==> src/rtl/i2s_receiver.sv <==
// I2S receiver: synchronizes codec BCLK/ADCLRCK/ADCDAT into clk and emits left/right sample pairs
// over a valid/ready handshake. Optional overrun detection is enabled by I2S_RX_OVERRUN_EN.
module i2s_receiver #(
   parameter int unsigned LEADING_BITS  = 1,
   parameter int unsigned DATA_BITS     = 16,
   parameter int unsigned TRAILING_BITS = 15
) (
   input  logic                 clk,
   input  logic                 rst_n,
   input  logic                 codec_aud_bclk_i,
   input  logic                 codec_aud_adclrck_i,
   input  logic                 codec_aud_adcdat_i,
   input  logic                 i2s_en_i,
   output logic [DATA_BITS-1:0] i2s_sample_data_L_o,
   output logic [DATA_BITS-1:0] i2s_sample_data_R_o,
   output logic                 i2s_valid_o,
   input  logic                 i2s_ready_i,
   output logic                 i2s_overrun_o
);

   localparam int unsigned CntW = $clog2(LEADING_BITS + DATA_BITS + TRAILING_BITS + 1);
   localparam logic [CntW-1:0] CntMax    = '1;
   localparam logic [CntW-1:0] DataFirst = CntW'(LEADING_BITS);
   localparam logic [CntW-1:0] DataEnd   = CntW'(LEADING_BITS + DATA_BITS);

   typedef enum logic [1:0] {StIdle, StSync, StRight, StLeft} state_e;

   state_e               state_q, state_d;
   logic                 bclk_s1_q, bclk_s2_q, bclk_h_q;
   logic                 lrck_s1_q, lrck_s2_q, lrck_h_q;
   logic                 dat_s1_q, dat_s2_q;
   logic [CntW-1:0]      cnt_q, cnt_d;
   logic [DATA_BITS-1:0] sr_l_q, sr_l_d, sr_r_q, sr_r_d;
   logic [DATA_BITS-1:0] r_hold_q, r_hold_d;
   logic                 r_ok_q, r_ok_d;
   logic [DATA_BITS-1:0] data_l_q, data_l_d, data_r_q, data_r_d;
   logic                 valid_q, valid_d;

   logic bclk_rise, lrck_edge, lrck_rise, lrck_fall;
   logic in_window, half_done, bit_take, new_pair, accept;

   assign bclk_rise = bclk_s2_q & ~bclk_h_q;
   assign lrck_edge = lrck_s2_q ^ lrck_h_q;
   assign lrck_rise = lrck_s2_q & ~lrck_h_q;
   assign lrck_fall = ~lrck_s2_q & lrck_h_q;
   assign in_window = (cnt_q >= DataFirst) && (cnt_q < DataEnd);
   assign half_done = cnt_q >= DataEnd;
   // An LRCK edge in the same cycle as a BCLK edge belongs to the new half; the bit is dropped.
   assign bit_take  = bclk_rise & ~lrck_edge & in_window;
   assign new_pair  = i2s_en_i && (state_q == StLeft) && lrck_fall && r_ok_q && half_done;
   assign accept    = valid_q & i2s_ready_i;

   always_comb begin
      state_d = state_q;
      if (!i2s_en_i) begin
         state_d = StIdle;
      end else begin
         unique case (state_q)
            StIdle:  state_d = StSync;
            StSync:  if (lrck_fall) state_d = StRight;
            StRight: if (lrck_rise) state_d = StLeft;
            StLeft:  if (lrck_fall) state_d = StRight;
            default: state_d = StIdle;
         endcase
      end
   end

   always_comb begin
      cnt_d    = cnt_q;
      sr_l_d   = sr_l_q;
      sr_r_d   = sr_r_q;
      r_hold_d = r_hold_q;
      r_ok_d   = r_ok_q;
      if (lrck_edge) begin
         cnt_d = '0;
      end else if (bclk_rise && cnt_q != CntMax) begin
         cnt_d = cnt_q + 1'b1;
      end
      if (bit_take && state_q == StRight) sr_r_d = {sr_r_q[DATA_BITS-2:0], dat_s2_q};
      if (bit_take && state_q == StLeft)  sr_l_d = {sr_l_q[DATA_BITS-2:0], dat_s2_q};
      if (i2s_en_i && state_q == StRight && lrck_rise) begin
         r_ok_d = half_done;
         if (half_done) r_hold_d = sr_r_q;
      end
   end

`ifdef I2S_RX_OVERRUN_EN
   logic overrun_q, overrun_d;

   always_comb begin
      data_l_d  = data_l_q;
      data_r_d  = data_r_q;
      valid_d   = valid_q;
      overrun_d = overrun_q;
      if (new_pair && valid_q && !i2s_ready_i) begin
         overrun_d = 1'b1;
      end else if (new_pair) begin
         data_l_d = sr_l_q;
         data_r_d = r_hold_q;
         valid_d  = 1'b1;
      end else if (accept) begin
         valid_d = 1'b0;
      end
      if (!i2s_en_i) overrun_d = 1'b0;
   end

   always_ff @(posedge clk) begin
      if (!rst_n) overrun_q <= 1'b0;
      else        overrun_q <= overrun_d;
   end

   assign i2s_overrun_o = overrun_q;
`else
   always_comb begin
      data_l_d = data_l_q;
      data_r_d = data_r_q;
      valid_d  = valid_q;
      if (new_pair) begin
         data_l_d = sr_l_q;
         data_r_d = r_hold_q;
         valid_d  = 1'b1;
      end else if (accept) begin
         valid_d = 1'b0;
      end
   end

   assign i2s_overrun_o = 1'b0;
`endif

   always_ff @(posedge clk) begin
      if (!rst_n) begin
         state_q   <= StIdle;
         bclk_s1_q <= 1'b0;
         bclk_s2_q <= 1'b0;
         bclk_h_q  <= 1'b0;
         lrck_s1_q <= 1'b0;
         lrck_s2_q <= 1'b0;
         lrck_h_q  <= 1'b0;
         dat_s1_q  <= 1'b0;
         dat_s2_q  <= 1'b0;
         cnt_q     <= '0;
         sr_l_q    <= '0;
         sr_r_q    <= '0;
         r_hold_q  <= '0;
         r_ok_q    <= 1'b0;
         data_l_q  <= '0;
         data_r_q  <= '0;
         valid_q   <= 1'b0;
      end else begin
         state_q   <= state_d;
         bclk_s1_q <= codec_aud_bclk_i;
         bclk_s2_q <= bclk_s1_q;
         bclk_h_q  <= bclk_s2_q;
         lrck_s1_q <= codec_aud_adclrck_i;
         lrck_s2_q <= lrck_s1_q;
         lrck_h_q  <= lrck_s2_q;
         dat_s1_q  <= codec_aud_adcdat_i;
         dat_s2_q  <= dat_s1_q;
         cnt_q     <= cnt_d;
         sr_l_q    <= sr_l_d;
         sr_r_q    <= sr_r_d;
         r_hold_q  <= r_hold_d;
         r_ok_q    <= r_ok_d;
         data_l_q  <= data_l_d;
         data_r_q  <= data_r_d;
         valid_q   <= valid_d;
      end
   end

   assign i2s_sample_data_L_o = data_l_q;
   assign i2s_sample_data_R_o = data_r_q;
   assign i2s_valid_o         = valid_q;

endmodule

==> config.mk <==
export PLATFORM = sky130hd
export DESIGN_NAME = i2s_receiver
export DESIGN_NICKNAME = d
export VERILOG_FILES = /design/src/rtl/i2s_receiver.sv
export SDC_FILE = /design/constraint.sdc
export NUM_CORES = 1
export LEC_CHECK = 0
export ABC_AREA = 1
export CORE_MARGIN = 4
export CORE_UTILIZATION = 30
export DETAILED_ROUTE_END_ITERATION = 12
export GPL_ROUTABILITY_DRIVEN = 0
export GPL_TIMING_DRIVEN = 1
export PLACE_DENSITY_LB_ADDON = 0.08
export SKIP_LAST_GASP = 1
export SYNTH_ARGS = -nofsm -noshare
export SYNTH_HDL_FRONTEND = slang
export SYNTH_SLANG_ARGS = --single-unit
==> constraint.sdc <==
create_clock -name clk -period 2.8 [get_ports clk]
set_input_delay 0.84 -clock clk [delete_from_list [all_inputs] [get_ports clk]]
set_output_delay 0.84 -clock clk [all_outputs]
set_load 0.01 [all_outputs]
==> results.tsv <==
stage	metric	value	unit
global_routing	grt_overflow	0	
final_layout	area_delta_synth_final	19.16	%
timing	finalCritPeriodShare	75.22	%
final_layout	final_nets	577	
worst_setup_path	critical_path.max_fanout	2	
power	leakagePower	1.744	nW
timing	fin_setup_tns	0	ps
power	p_switching	0.6088	mW
clock_network	clock_latency	340	ps
timing	hold_violations	0	
timing	finalWorstPathRequiredPeriod	2106	ps
power	switching_share	23.11	%
worst_setup_path	path_cells	clkdlybuf4s50_1	
placement	pre_cts_slack	402.7	ps
timing	fin_ws	693.8	ps
route	routed_wl	9070	microns
power	power_density	556.8	mW/mm^2
power	seqPwrFrac	53.3	%
clock_network	h-tree-depth	3	
yosys	synth_cells	539	
clock_network	cts_resized	0	
global_routing	grt_pass1_wl	15480	microns
final_layout	layout-drive-gt1-share	5.800	%
power	internal_power	2.026	mW
clock_network	cts_sinks	98	
final_layout	antenna_cells	0	
route	ant_nets	0	
worst_setup_path	crit_path_max_incr_delay	550	ps
clock_network	cts_hold_buf	0	
floorplan	die_area	0.01514	sq mm
yosys	yosysSeqAreaShare	49.40	%
power	p_comb_share	4.1	%
route	dr.pass1.iters	4	
yosys	ys_warn_count	0	
timing	grt_setup_unrepaired	no	
global_routing	grt_antenna_before_repair	0	
placement	numPortBuffers	39	
clock_network	cts_buffers	9	
worst_setup_path	path_class	reg2out	
floorplan	core_area	0.01277	sq mm
yosys	yosys.cell_types.count	25	
global_routing	grt_max_degree	75	
final_layout	fin_area	0.004732	sq mm
yosys	yosys.area.top_type_share	49.40	%
timing	slew-limit-headroom	62.18	%
timing	skew	4.837	ps
route	dr_total_vias	3332	
yosys	synth_seq_cells	98	
yosys	synth_area_leader_cell	dfxtp_1	
clock_network	cts-root-buf	clkbuf_16	
worst_setup_path	path_delay_family	buffers and inverters	
clock_network	cts.reportedPaths.clkPinSlew	70	ps
yosys	synth_area_per_cell	7.368	sq um
global_routing	grt_pass1_vias	3160	
floorplan	fp.dieW	123.1	microns
timing	worst_pin_slew	566.7	ps
flow_run	maxCapViolations	0	
timing	setup_violations	0	
yosys	synth.most_common_cell	nor2_1	
global_routing	grt.total_usage	13.06	%
worst_setup_path	worstPathRequired	1960	ps
clock_network	cts_setup_buffers	0	
outcome	status	finished, final reports clean	
yosys	synth_edf_count	0	
timing	max_freq	474.8	MHz
placement	dp_hpwl	5651	microns
worst_hold_path	hp-class	reg2reg	
yosys	synth_nets	551	
worst_setup_path	critPathBufInv	1	
clock_network	cts_tree	yes	
floorplan	num_rows	41	
worst_setup_path	cp_slowest_cell	clkdlybuf4s50_1	
route	routed_via_density	4.497	
floorplan	pin_count	41	
worst_setup_path	critPathCaptureType	output pin	
yosys	yosys-top-cells-area	dfxtp_1 49%, nor2_1 13%, nand2_1 7.6%, nand4_1 5.4%, inv_1 5.3%	
clock_network	clk_path_buf_depth	2	
floorplan	fp.dieH	123.1	microns
timing	hold_ws	411.3	ps
worst_setup_path	arrival	1270	ps
yosys	synth_ff_type	dfxtp_1	
floorplan	start_util	31.09	%
route	drtIter0Drc	200	
yosys	syn-cell-area	0.003971	sq mm
worst_setup_path	start_kind	flop	
power	ir_worst_vdd	0.0002542	V
route	drc	0	
placement	placed_cell_area	0.004471	sq mm
power	clkPwrFrac	42.6	%
yosys	async_reset_ff_share	0	%
route	wl_per_cell	12.24	microns
timing	drv_slew	0	
yosys	synthTopCellsByCount	137 x nor2_1, 98 x dfxtp_1, 80 x nand2_1	
[cells in the final DEF (no fill, tap or decap)]
cell	synthesis	routed
nor2_1	137	137
dfxtp_1	98	98
nand2_1	80	80
inv_1	56	56
clkdlybuf4s50_1	0	38
o21ai_0	37	37
nand4_1	34	34
a21oi_1	27	26
nand3_1	20	20
clkbuf_16	0	9
ha_1	5	5
nand2_2	4	4
clkinvlp_4	0	3
buf_4	2	3
inv_2	2	2
nand2_4	2	2
nor2_4	2	2
clkinv_2	0	2
buf_12	0	2
a211oi_1	1	1
nor3_1	1	1
nand3_4	1	1
a21oi_2	0	1
nor2_2	1	1
clkinv_1	1	1
conb_1	1	1
clkbuf_1	8	1
buf_2	8	1
[area by class of cell]
| cell class | count | area, sq um |
|---|---|---|
| Tap cell | 172 | 215.2 |
| Sequential cell | 98 | 1962 |
| Clock buffer | 10 | 229.0 |
| Clock inverter | 5 | 32.53 |
| Multi-Input combinational cell | 353 | 1624 |
| Fill cell | 1380 | 8041 |
| Inverter | 59 | 221.5 |
| Timing Repair Buffer | 44 | 447.9 |
[registers in the layout (all words and copies together) (netlist names)]
name,flops
bclk_h_q,1
bclk_s1_q,1
bclk_s2_q,1
cnt_q,6
dat_s1_q,1
dat_s2_q,1
i2s_sample_data_L_o,16
i2s_sample_data_R_o,16
i2s_valid_o,1
lrck_h_q,1
lrck_s1_q,1
lrck_s2_q,1
r_hold_q,16
r_ok_q,1
sr_l_q,16
sr_r_q,16
state_q,2
[power by group through the flow]
stage                     clock network (mW)  logic (mW)  registers [mW]
after global placement                     0       0.110            1.44
after global routing                    1.23       0.123            1.40
after floorplan                            0      0.0792            1.44
after detailed placement                   0       0.110            1.44
final                                   1.12       0.108            1.40
after CTS                               1.17       0.110            1.40
[logic make-up (layout without fill, tap and decap cells)]
| logic type | after synthesis | in the layout | share of synthesized area [%] |
|---|---|---|---|
| and+or+nand+nor | 282 | 282 | 30.88 |
| AOI/OAI and AO/OA | 65 | 65 | 8.255 |
| buffers and inverters | 88 | 118 | 9.798 |
| adders and majority gates | 5 | 5 | 1.575 |
| DFF | 98 | 98 | 49.40 |
| other | 1 | 1 | 0.09443 |
[per-stage QoR]
stage | util [%] | total power [mW] | cells
2_1_floorplan | - | 1.515 | 539
3_3_place_gp | 35.00 | 1.546 | 726
3_5_place_dp | 35.00 | 1.547 | 726
4_1_cts | 37.05 | 2.687 | 741
5_1_grt | 37.05 | 2.754 | 741
6_report | 37.05 | 2.635 | 741
[metal layers]
layer | GRT usage [%] | share of wire (%)
met3 | 2.562 | 3.4
met5 | 0 | 0
met1 | 16.57 | 49
met2 | 21.11 | 46
met4 | 6.713 | 2.3
[worst paths after layout]
path | cells after the start | to | start | slack, ps
hold reg to reg | 2 | dat_s2_q | dat_s1_q | 410
setup / recovery | 1 | i2s_sample_data_R_o[4] | i2s_sample_data_R_o[4] | 690
hold / removal | 2 | dat_s2_q | dat_s1_q | 410
setup reg to reg | 11 | i2s_sample_data_R_o[5] | cnt_q[0] | 760
No activity file was read; power rests on OpenSTA's default activity.
